`src/rtl/univ_shift_reg_pkg.sv`:
```
// rtl/univ_shift_reg_pkg.sv - mode encoding and counter width helper for univ_shift_reg
package univ_shift_pkg;

  typedef enum logic [1:0] {
    SM_HOLD = 2'b00,
    SM_SHR  = 2'b01,
    SM_SHL  = 2'b10,
    SM_LOAD = 2'b11
  } shift_mode_t;

  function automatic int CNT_W(input int width);
    return $clog2(width + 1);
  endfunction

endpackage

```
`src/rtl/univ_shift_reg_sat_counter.sv`:
```
// rtl/univ_shift_reg_sat_counter.sv - saturating up-counter with clear and registered at_max flag
module sat_counter
  import univ_shift_pkg::*;
#(
  parameter int MAX = 4
) (
  input  logic                    clk,
  input  logic                    reset,
  input  logic                    clr,
  input  logic                    inc,
  output logic [CNT_W(MAX)-1:0]   cnt,
  output logic                    at_max
);

  localparam int CW = CNT_W(MAX);
  localparam logic [CW-1:0] MAX_C = CW'(MAX);

  logic [CW-1:0] cnt_nxt;

  always_comb begin
    cnt_nxt = cnt;
    if (clr)
      cnt_nxt = '0;
    else if (inc && (cnt != MAX_C))
      cnt_nxt = cnt + CW'(1);
  end

  // at_max compares the next value so it rises on the same edge the count lands on MAX
  always_ff @(posedge clk) begin
    if (reset) begin
      cnt    <= '0;
      at_max <= 1'b0;
    end else begin
      cnt    <= cnt_nxt;
      at_max <= (cnt_nxt == MAX_C);
    end
  end

endmodule

```
`src/rtl/univ_shift_reg.sv`:
```
// rtl/univ_shift_reg.sv - universal shift register with hold/shift-right/shift-left/load and shift counter
module univ_shift_reg
  import univ_shift_pkg::*;
#(
  parameter int               WIDTH     = 4,
  parameter logic [WIDTH-1:0] RESET_VAL = '0
) (
  input  logic                      clk,
  input  logic                      reset,
  input  logic                      en,
  input  logic [1:0]                mode,
  input  logic [WIDTH-1:0]          d_par,
  input  logic                      sin_l,
  input  logic                      sin_r,
  output logic [WIDTH-1:0]          q,
  output logic [WIDTH-1:0]          q_n,
  output logic                      sout_r,
  output logic                      sout_l,
  output logic [CNT_W(WIDTH)-1:0]   shift_cnt,
  output logic                      done
);

  shift_mode_t mode_e;
  logic        cnt_clr;
  logic        cnt_inc;

  assign mode_e = shift_mode_t'(mode);

  always_ff @(posedge clk) begin
    if (reset) begin
      q <= RESET_VAL;
    end else if (en) begin
      case (mode_e)
        SM_SHR:  q <= {sin_l, q[WIDTH-1:1]};
        SM_SHL:  q <= {q[WIDTH-2:0], sin_r};
        SM_LOAD: q <= d_par;
        default: q <= q;
      endcase
    end
  end

  // complement and serial outs derive from q so they can never disagree with it
  assign q_n    = ~q;
  assign sout_r = q[0];
  assign sout_l = q[WIDTH-1];

  assign cnt_clr = en && (mode_e == SM_LOAD);
  assign cnt_inc = en && ((mode_e == SM_SHR) || (mode_e == SM_SHL));

  sat_counter #(
    .MAX (WIDTH)
  ) u_cnt (
    .clk    (clk),
    .reset  (reset),
    .clr    (cnt_clr),
    .inc    (cnt_inc),
    .cnt    (shift_cnt),
    .at_max (done)
  );

endmodule

```
`config.mk`:
```
export PLATFORM = sky130hd
export DESIGN_NAME = univ_shift_reg
export DESIGN_NICKNAME = d
export VERILOG_FILES = /design/src/rtl/univ_shift_reg_pkg.sv /design/src/rtl/univ_shift_reg_sat_counter.sv /design/src/rtl/univ_shift_reg.sv
export SDC_FILE = /design/constraint.sdc
export NUM_CORES = 1
export LEC_CHECK = 0
export ABC_CLOCK_PERIOD_IN_PS = 1400
export CORE_UTILIZATION = 34
export DETAILED_ROUTE_END_ITERATION = 10
export GPL_TIMING_DRIVEN = 0
export PLACE_DENSITY = 0.78
export SLEW_MARGIN = 5
export SYNTH_ARGS = -nofsm -noshare
export SYNTH_HDL_FRONTEND = slang
export SYNTH_HIERARCHICAL = 1
export SYNTH_SLANG_ARGS = --single-unit
```
`constraint.sdc`:
```
create_clock -name clk -period 1.4 [get_ports clk]
set_clock_uncertainty 0.1 [all_clocks]
set_input_delay 0.21 -clock clk [delete_from_list [all_inputs] [get_ports clk]]
set_output_delay 0.21 -clock clk [all_outputs]
set_load 0.01 [all_outputs]
```
* After elaboration in Yosys (flattened, before gate mapping) *
Index checks and enable logic that the tools add are counted.

storage, ports and cells
  register bits after elaboration = 8
  input bits = 11
  output and inout bits = 14
  logic and storage cells = 19

operators by class
  $add $sub $neg = 1
  equality and inequality tests = 5
  muxes and demuxes = 3
  bitwise operators = 1
  reduce and logical (&&, ||, !) cells = 6

operator list
  kind                   number
  $pmux W4 S3            1
  $mux W3                2
  $eq A2 B2 Y1 const B   2
  $not A4 Y4             1
  $add A3 B1 Y3 const B  1
  $eq A3 B3 Y1 const B   1
  $logic_and A1 B1 Y1    3
  $ne A3 B3 Y1 const B   1
  $reduce_bool A3 Y1     1
  $eq A2 B1 Y1 const B   1
  $reduce_and A2 Y1      1
  $logic_or A1 B1 Y1     1

* Longest topological paths before layout *
Gate-level depths: netlist (run 1).

  depth in word-level cells = 7
  depth in mapped cells = 6
  depth with buffers taken out = 6

* By module *
Netlist (run 1), hierarchy kept.

by module, submodules not included
  module          times used  cells an instance  area an instance (µm²)  sequential area each (µm²)
  univ_shift_reg  1           36                 296.5                   80.1
  sat_counter     1           19                 209.0                   80.1

* Least setup slack after synthesis (run 1) *
OpenSTA, ideal clock, no wires.

  path type = in2reg
  start = input port mode[0]
  end = register u_cnt.at_max
  library setup time = 0.058 ns
  data arrival time = 1.241 ns
  required time = 1.242 ns
  slack = 0.001 ns
  cell stages on the path = 6
  buffers on the path = 0
  path through = inv_1 ha_1 and2_2 and4b_1 nor4_4 o21a_1

between the ends
  cells in the longest elaborated chain, start to end = 7
  elaborated cells between the ends (all ways) = 10
  those cells by class = 4 x eq/ne; 2 x mux; 4 x reduce/logical

ends and longest elaborated chain
  what                                          line                              RTL
  from (decl)                                   univ_shift_reg.sv:11              input logic [1:0] mode,
  $eq A2 B1 Y1 or $eq A2 B2 Y1 (tied branches)  univ_shift_reg.sv:48              assign cnt_inc = en && ((mode_e == SM_SHR) || (mode_e == SM_SHL));
  $logic_or A1 B1 Y1 (*)                        univ_shift_reg.sv:48
  $logic_and A1 B1 Y1 (*)                       univ_shift_reg.sv:48
  named net cnt_inc                             univ_shift_reg.sv:25              logic cnt_inc;
  $logic_and A1 B1 Y1 (*)                       univ_shift_reg_sat_counter.sv:24  else if (inc && (cnt != MAX_C))
  $mux W3 (*)                                   univ_shift_reg_sat_counter.sv:24
  $mux W3 (*)                                   univ_shift_reg_sat_counter.sv:22  if (clr)
  $eq A3 B3 Y1 (*)                              univ_shift_reg_sat_counter.sv:35  at_max <= (cnt_nxt == MAX_C);
  to (signal assigned)                          univ_shift_reg_sat_counter.sv:35
  to (decl)                                     univ_shift_reg_sat_counter.sv:12  output logic at_max

Mark *: on every way through the listed nets, which the timed path passes. The rest lies on a longest branch.
A chain may end at the register's enable or synchronous reset.

* Worst setup path in the final report (run 1) *
  start = register u_cnt.cnt[1]
  end = register u_cnt.at_max

between the ends
  cells in the longest elaborated chain, start to end = 5
  elaborated cells between the ends (all ways) = 6
  those cells by class = 1 x add/sub; 2 x eq/ne; 2 x mux; 1 x reduce/logical

ends and longest elaborated chain
  what                                                                   line                              RTL
  from (decl)                                                            univ_shift_reg_sat_counter.sv:11  output logic [CNT_W(MAX)-1:0] cnt,
  from (signal assigned)                                                 univ_shift_reg_sat_counter.sv:34  cnt <= cnt_nxt;
  parallel branches: the longest is 2 deep, another holds $add A3 B1 Y3  n/a
  $mux W3 (*)                                                            univ_shift_reg_sat_counter.sv:24
  $mux W3 (*)                                                            univ_shift_reg_sat_counter.sv:22
  $eq A3 B3 Y1 (*)                                                       univ_shift_reg_sat_counter.sv:35

Every way passes the cells marked *.

==> results of run 1 <==
-- power breakdown --
| group | switching, uW | total [uW] | internal, uW | leakage [uW] |
|---|---|---|---|---|
| Clock | 68.8 | 166 | 97.5 | 0.0000138 |
| Combinational | 80.0 | 182 | 102 | 0.000297 |
| Sequential | 17.3 | 261 | 243 | 0.0000676 |
| Total | 166 | 609 | 443 | 0.000378 |
-- registers in the layout, summed over array words and instances (netlist names) --
signal        count
q                 4
u_cnt/cnt         3
u_cnt/at_max      1
-- layer usage --
layer	GRT usage, %	up-vias
li1	-	244
met1	19.5	219
met2	21.0	15
met3	3.33	0
met4	5.00	0
met5	0	-
-- cell usage in the layout (no fill, tap or decap), types with 2 or more instances in the layout --
cell type and count:
sky130_fd_sc_hd__buf_4 2, sky130_fd_sc_hd__dfxtp_2 5, sky130_fd_sc_hd__clkdlybuf4s50_1 7, sky130_fd_sc_hd__a311oi_1 4, sky130_fd_sc_hd__clkbuf_2 2, sky130_fd_sc_hd__nor2_1 4
sky130_fd_sc_hd__a22oi_1 4, sky130_fd_sc_hd__nor3_1 3, sky130_fd_sc_hd__ha_4 2, sky130_fd_sc_hd__nand2_1 4, sky130_fd_sc_hd__inv_2 2, sky130_fd_sc_hd__dlymetal6s2s_1 2
sky130_fd_sc_hd__dfxtp_1 3, sky130_fd_sc_hd__dlygate4sd2_1 13, sky130_fd_sc_hd__inv_1 6, sky130_fd_sc_hd__clkbuf_4 3, sky130_fd_sc_hd__ha_1 3
-- critical path, delay by kind of cell, from the launching register on --
kind                       cells  cell delay [ns]
AOI/OAI and AO/OA              1             0.15
buffers and inverters          1             0.09
adders and majority gates      1             0.15
and+or+nand+nor                2             0.45
DFF                            1             0.33
-- metrics by stage --
step	power (uW)	TNS [ns]	hold slack, ns
5_1_grt	659	0	0.303
3_3_place_gp	444	-3.11	0.426
6_report	609	0	0.296
2_1_floorplan	350	0	0.182
3_5_place_dp	446	-3.34	0.433
4_1_cts	603	-0.0881	0.417
-- path summary, 6_finish.rpt --
| path | from | end | depth (start not counted) |
|---|---|---|---|
| max reg2reg | u_cnt/cnt[1]$_SDFF_PP0_ | u_cnt/at_max$_SDFF_PP0_ | 5 |
| min reg2reg | q[3]$_SDFFE_PP0P_ | q[2]$_SDFFE_PP0P_ | 2 |
| max | u_cnt/cnt[1]$_SDFF_PP0_ | u_cnt/at_max$_SDFF_PP0_ | 5 |
| min | en | u_cnt/cnt[0]$_SDFF_PP0_ | 3 |
-- cell families (layout without fill, tap and decap cells) --
kind of cell	count (synthesis)	count (layout)	synth area share, %
compound gates	11	11	17.6
xor+xnor	1	1	1.73
fa+ha+maj	5	5	12.4
buf+inv	11	38	11.1
flops	8	8	31.7
mux	1	1	1.98
simple gates	18	18	23.5
-- area by class of cell --
| cell class | count | share of cell area (%) |
|---|---|---|
| Inverter | 8 | 3.70 |
| Timing Repair Buffer | 24 | 27.0 |
| Multi-Input combinational cell | 36 | 40.4 |
| Sequential cell | 8 | 20.5 |
| Buffer | 3 | 3.24 |
| Tap cell | 15 | 2.31 |
| Clock buffer | 3 | 2.78 |
-- what timing repair did --
action / 4_1_cts / 5_1_grt
resized for setup: 21 / 13
hold buffers: 0 / 0
pin swaps: 3 / 4
hold endpoints to repair: 0 / 0
setup endpoints to repair: 21 / 5
==> results.rst, run 1 <==
.. list-table::
   :header-rows: 1

   * - Metric
     - Value
   * - Result of the run
     - finished, final reports clean
   * - Highest clock rate
     - 0.749 GHz
   * - Mean area per synthesized cell
     - 9.19 sq um
   * - Top fanout value on the critical path
     - 5
   * - Area of the die
     - 1650 sq um
   * - Hold crit path type
     - in2reg
   * - Amount of wire on met2 after detailed routing
     - 587 um
   * - Ratio of total power to cell area
     - 751 nW/um^2
   * - Most area-consuming cells after synthesis
     - sky130_fd_sc_hd__dfxtp_1 32%, sky130_fd_sc_hd__ha_1 12%, sky130_fd_sc_hd__a311oi_1 6.9%
   * - Amount of wire on met3 after detailed routing
     - 31 um
   * - Number of port buffers
     - 24
   * - Initial cell density of the core
     - 37.4%
   * - Overall die width
     - 40.6 um
   * - Internal reg-to-reg setup slack
     - 0.07 ns
   * - Drt pass-1 iters
     - 2
   * - Post-DP HPWL
     - 819 um
   * - Synthesis-stage register bit count
     - 8
   * - Number of nets in the final layout
     - 100
   * - Net count after synthesis
     - 71
   * - Setup violators final
     - 0
   * - Post-DRT Antenna Nets
     - 0
   * - Max-cap violations
     - 0
   * - Number of global-route vias before repair
     - 373
   * - IR drop worst, VDD
     - 0.418 mV
   * - Arrival time of data at the critical path endpoint
     - 1.42 ns
   * - H-Tree Depth
     - 1
   * - Sequential cell area
     - 166 sq um
   * - Headroom to the max-slew limit
     - 77.8%
   * - Layout cells sized above 1
     - 29.3%
   * - Cell with the biggest individual delay on the critical path
     - sky130_fd_sc_hd__dfxtp_2
   * - Clock-pin slew on the worst setup and hold paths
     - 0.05 ns
   * - Global-route wire length before repair
     - 1550 um
   * - I/O pin count
     - 25
   * - Filler instances
     - 134
   * - Cell Count, Final, Fillers Out
     - 97
   * - Antenna violations before repair
     - 0
   * - Setup repair after global routing missed its margin
     - no
   * - Post-CTS Setup Bufs
     - 0
   * - Pin count of the biggest net entering global routing
     - 9
   * - Routed vias
     - 478
   * - Final antenna diode count
     - 0
   * - CTS sink cnt
     - 8
   * - Routability Congestion
     - 0.638
   * - Min setup slack post-route
     - 0.0653 ns
   * - Detailed Route Iter0 Violations
     - 3
   * - Static leakage
     - 0.000378 uW
   * - Distinct cell type count of the synthesized netlist
     - 21
   * - Top_reg_cell synth
     - sky130_fd_sc_hd__dfxtp_1
   * - Cell row count
     - 13
   * - Post-Place Cells
     - 94
   * - Multi-input gate area in the final layout
     - 328 sq um
   * - Top-area cell type share of the netlist area
     - 31.7%
   * - Placement-stage cell area
     - 764 sq um
   * - Die Y-Extent
     - 40.6 um
   * - Highest metal layer with signal wires
     - met3
   * - Share of synthesized flip-flops with an asynchronous set or reset
     - 0%
   * - Final core area utilization
     - 60.1%
   * - Crit. End Element
     - flip-flop
   * - Maximum clock path buffer count
     - 2
   * - Share of the cycle needed by the critical path after routing
     - 95.3%
   * - Detailed-route wire length
     - 1120 um
   * - Area of the core
     - 1350 sq um
   * - Place WS
     - -0.599 ns
   * - Cells after Synth
     - 55
   * - Remaining global-route overflow
     - 0
   * - CP Data Required Time
     - 1.49 ns
   * - GRT Resource Usage Total
     - 14.1%
   * - Post-detailed-route wirelength per cell
     - 11.5 um
   * - Slowest Stage Delay on Critical Path
     - 0.33 ns
   * - Final slew viol count
     - 0
   * - Clock tree from TritonCTS
     - done
   * - Total of warnings raised by yosys
     - 6
   * - Routed via count divided by cell count
     - 4.93
   * - Root buf cell
     - sky130_fd_sc_hd__clkbuf_4
   * - Post-synthesis sequential area ratio
     - 31.7%
   * - Final design instance area without fill
     - 811 sq um
   * - Clock latency reported for the late side of the worst-skew pair
     - 0.24 ns
   * - Library cell occupying the most area in the post-synthesis netlist
     - sky130_fd_sc_hd__dfxtp_1
   * - Leading post-synthesis cells by instance count
     - 8 x sky130_fd_sc_hd__dfxtp_1, 8 x sky130_fd_sc_hd__inv_1, 5 x sky130_fd_sc_hd__ha_1
   * - Actual transition at the worst max-transition pin
     - 0.332 ns
   * - Number of buffers created by CTS
     - 3
   * - Summed instance area of the synthesized netlist
     - 505 sq um
   * - Setup CP Type
     - reg2reg
   * - Critical-path cell list
     - inv_1 > ha_4 > and4b_1 > nor4_4 > o21a_1
   * - Synthesis-to-finish area growth
     - 60.4%
   * - Number of enable flip-flop cells after synthesis
     - 0
   * - Post-route met1 wirelength
     - 498 um
   * - Final worst path period need
     - 1.33 ns
   * - Endpoints failing hold
     - 0
   * - DRC violation count after routing
     - 0
   * - CP startpoint kind
     - flip-flop
Note: power is estimated with default switching activity, not from simulation.
==> run 2: changes to the inputs <==
--- a/config.mk
+++ b/config.mk
@@ -13,5 +13,4 @@
 export SLEW_MARGIN = 5
 export SYNTH_ARGS = -nofsm -noshare
 export SYNTH_HDL_FRONTEND = slang
-export SYNTH_HIERARCHICAL = 1
 export SYNTH_SLANG_ARGS = --single-unit
==> results.rst, run 2 <==
.. list-table::
   :header-rows: 1

   * - Metric
     - Value
   * - Placement-stage cell area
     - 772 sq um
   * - GRT Resource Usage Total
     - 16.9%
   * - Clock-pin slew on the worst setup and hold paths
     - 0.05 ns
   * - Area of the core
     - 1350 sq um
   * - Post-Place Cells
     - 97
   * - Post-synthesis sequential area ratio
     - 31.3%
   * - Synthesis-stage register bit count
     - 8
   * - IR drop worst, VDD
     - 0.361 mV
   * - Layout cells sized above 1
     - 30.2%
   * - Filler instances
     - 128
   * - Summed instance area of the synthesized netlist
     - 512 sq um
   * - CP endpoint
     - u_cnt.at_max$_SDFF_PP0_
   * - Library cell occupying the most area in the post-synthesis netlist
     - sky130_fd_sc_hd__dfxtp_1
   * - Reg2reg end
     - u_cnt.at_max$_SDFF_PP0_
   * - Largest registers
     - q: 4 flops, u_cnt.cnt: 3 flops, u_cnt.at_max: 1 flops
   * - Crit. End Element
     - flip-flop
   * - I/O pin count
     - 25
   * - Slowest Stage Delay on Critical Path
     - 0.36 ns
   * - Commonest non-fill, non-tap cells in the layout
     - 14 x sky130_fd_sc_hd__dlygate4sd2_1, 8 x sky130_fd_sc_hd__clkdlybuf4s50_1, 6 x sky130_fd_sc_hd__nor2_1
   * - DRC violation count after routing
     - 0
   * - Net count after synthesis
     - 74
   * - Pin count of the biggest net entering global routing
     - 9
   * - Clock latency reported for the late side of the worst-skew pair
     - 0.25 ns
   * - Family of cells with the greatest summed delay on the critical path
     - flip-flops
   * - CTS sink cnt
     - 8
   * - Maximum clock path buffer count
     - 2
   * - Setup violators final
     - 0
   * - Synthesis-to-finish area growth
     - 64.3%
   * - Register with the highest flop count
     - q
   * - Area of the die
     - 1660 sq um
   * - Routed vias
     - 529
   * - CP startpoint kind
     - flip-flop
   * - Cell with the biggest individual delay on the critical path
     - sky130_fd_sc_hd__dfxtp_4
   * - Setup CP Type
     - reg2reg
   * - Post-detailed-route wirelength per cell
     - 12.2 um
   * - Post-DRT Antenna Nets
     - 0
   * - Critical path depth
     - 6
   * - Routed via count divided by cell count
     - 5.24
   * - CP Data Required Time
     - 1.49 ns
   * - Buf/Inv on CP
     - 1
   * - Cell Count, Final, Fillers Out
     - 101
   * - Clock tree from TritonCTS
     - done
   * - Final design instance area without fill
     - 841 sq um
   * - Hold crit path type
     - reg2reg
   * - Total of warnings raised by yosys
     - 0
   * - Top-area cell type share of the netlist area
     - 31.3%
   * - Distinct cell type count of the synthesized netlist
     - 21
   * - Die Y-Extent
     - 40.8 um
   * - Depth of the worst register-to-register path
     - 6
   * - Final antenna diode count
     - 0
   * - Commonest non-fill, non-tap cell in the layout
     - sky130_fd_sc_hd__dlygate4sd2_1
   * - Startpoint of the worst setup timing path
     - u_cnt.cnt[0]$_SDFF_PP0_
   * - Mean area per synthesized cell
     - 8.82 sq um
   * - Final slew viol count
     - 0
   * - Drt pass-1 iters
     - 2
   * - Arrival time of data at the critical path endpoint
     - 1.45 ns
   * - Actual transition at the worst max-transition pin
     - 0.270 ns
   * - Routability Congestion
     - 0.663
   * - Internal reg-to-reg setup slack
     - 0.04 ns
   * - Number of enable flip-flop cells after synthesis
     - 0
   * - Antenna violations before repair
     - 0
   * - Detailed-route wire length
     - 1230 um
   * - Overall die width
     - 40.8 um
   * - Leading post-synthesis cells by instance count
     - 8 x sky130_fd_sc_hd__dfxtp_1, 8 x sky130_fd_sc_hd__inv_1, 7 x sky130_fd_sc_hd__nor2_1
   * - Number of port buffers
     - 24
   * - Endpoints failing hold
     - 0
   * - Top_reg_cell synth
     - sky130_fd_sc_hd__dfxtp_1
   * - Number of global-route vias before repair
     - 436
   * - Worst R2R Start
     - u_cnt.cnt[0]$_SDFF_PP0_
   * - Post-DP HPWL
     - 880 um
   * - Highest clock rate
     - 0.735 GHz
   * - Root buf cell
     - sky130_fd_sc_hd__clkbuf_4
   * - Most area-consuming cells after synthesis
     - sky130_fd_sc_hd__dfxtp_1 31%, sky130_fd_sc_hd__ha_1 12%, sky130_fd_sc_hd__a311oi_1 6.8%
   * - Cells after Synth
     - 58
   * - Ratio of total power to cell area
     - 741 nW/um^2
   * - Top fanout value on the critical path
     - 4
   * - Number of flip-flops in the largest register
     - 4
   * - Initial cell density of the core
     - 37.9%
   * - Max-cap violations
     - 0
   * - Headroom to the max-slew limit
     - 82.0%
   * - Setup repair after global routing missed its margin
     - no
   * - Final worst path period need
     - 1.36 ns
   * - Number of buffers created by CTS
     - 3
   * - Share of the cycle needed by the critical path after routing
     - 97.2%
   * - Static leakage
     - 0.000389 uW
   * - Share of synthesized flip-flops with an asynchronous set or reset
     - 0%
   * - Cell row count
     - 13
   * - Number of nets in the final layout
     - 104
   * - Detailed Route Iter0 Violations
     - 8
   * - Result of the run
     - finished, final reports clean
   * - Global-route wire length before repair
     - 1820 um
   * - H-Tree Depth
     - 1
   * - Critical-path cell list
     - inv_2 > ha_4 > a21boi_4 > nor3_2 > a221oi_2 > and3_1
   * - Remaining global-route overflow
     - 0
-- run 2: cell count changes in the layout (fill, tap and decap cells not counted), sizes merged, moves of 2 or more --
cell / before / now
nor2: 5 / 8
nand3: 0 / 2
and2: 2 / 0
clkbuf: 5 / 3
-- run 2: worst min-delay path by stage --
stage                       from                       to  slack [ns]  cells after the start
3_3_place_gp   q[2]$_SDFFE_PP0P_        q[1]$_SDFFE_PP0P_        0.42                      2
6_report       q[3]$_SDFFE_PP0P_        q[2]$_SDFFE_PP0P_        0.43                      2
5_1_grt        q[3]$_SDFFE_PP0P_        q[2]$_SDFFE_PP0P_        0.46                      2
4_1_cts        q[2]$_SDFFE_PP0P_        q[1]$_SDFFE_PP0P_        0.43                      2
3_5_place_dp   q[2]$_SDFFE_PP0P_        q[1]$_SDFFE_PP0P_        0.42                      2
2_1_floorplan              reset  u_cnt.cnt[0]$_SDFF_PP0_        0.17                      1
-- run 2: worst min-delay path, cell delays in order, from the launching register on --
cell and delay (ns):
sky130_fd_sc_hd__dfxtp_2 0.33, sky130_fd_sc_hd__nand2_1 0.06, sky130_fd_sc_hd__a311oi_1 0.08
-- run 2: where the power goes --
| group | internal, uW | switching (uW) |
|---|---|---|
| combinational | 107 | 90.5 |
| clock | 97.5 | 70.2 |
| sequential | 242 | 16.0 |
-- run 2: through the flow --
step	setup WS, ns	util, %	hold slack [ns]	TNS [ns]	power, uW
global placement	-0.501	57.2	0.417	-2.78	447
detailed placement	-0.500	57.2	0.424	-2.95	451
floorplan	0.00547	-	0.175	0	354
finish	0.0391	62.3	0.427	0	623
global route	0.000610	62.3	0.458	0	661
CTS	0.0102	60.8	0.431	0	621
-- run 2: what timing repair did --
action,in CTS,in global routing
hold buffers,0,0
endpoints found under the setup margin,20,5
endpoints found under the hold margin,0,0
pin swaps,1,2
setup buffers,0,1
resized for setup,27,5
-- run 2: final cells by class --
class	instances	area (sq um)	area share, %
Inverter	9	33.8	4.02
Sequential cell	8	169	20.1
Buffer	3	26.3	3.13
Timing Repair Buffer	25	233	27.7
Multi-Input combinational cell	38	338	40.2
Tap cell	15	18.8	2.23
Clock buffer	3	22.5	2.68
-- run 2: cell families after synthesis --
logic type	after synthesis	synth area share, %
simple gates	20	22.3
buf+inv	12	11.7
flops	8	31.3
mux	1	1.96
fa+ha+maj	5	12.2
compound gates	12	20.5
-- run 2: layer usage --
metal | global-route usage, % | up-vias | part of all wire (%)
li1 | - | 258 | -
met1 | 16.4 | 247 | 40
met2 | 32.8 | 24 | 51
met3 | 7.07 | 0 | 8.9
met4 | 2.50 | 0 | 0
met5 | 0 | - | 0
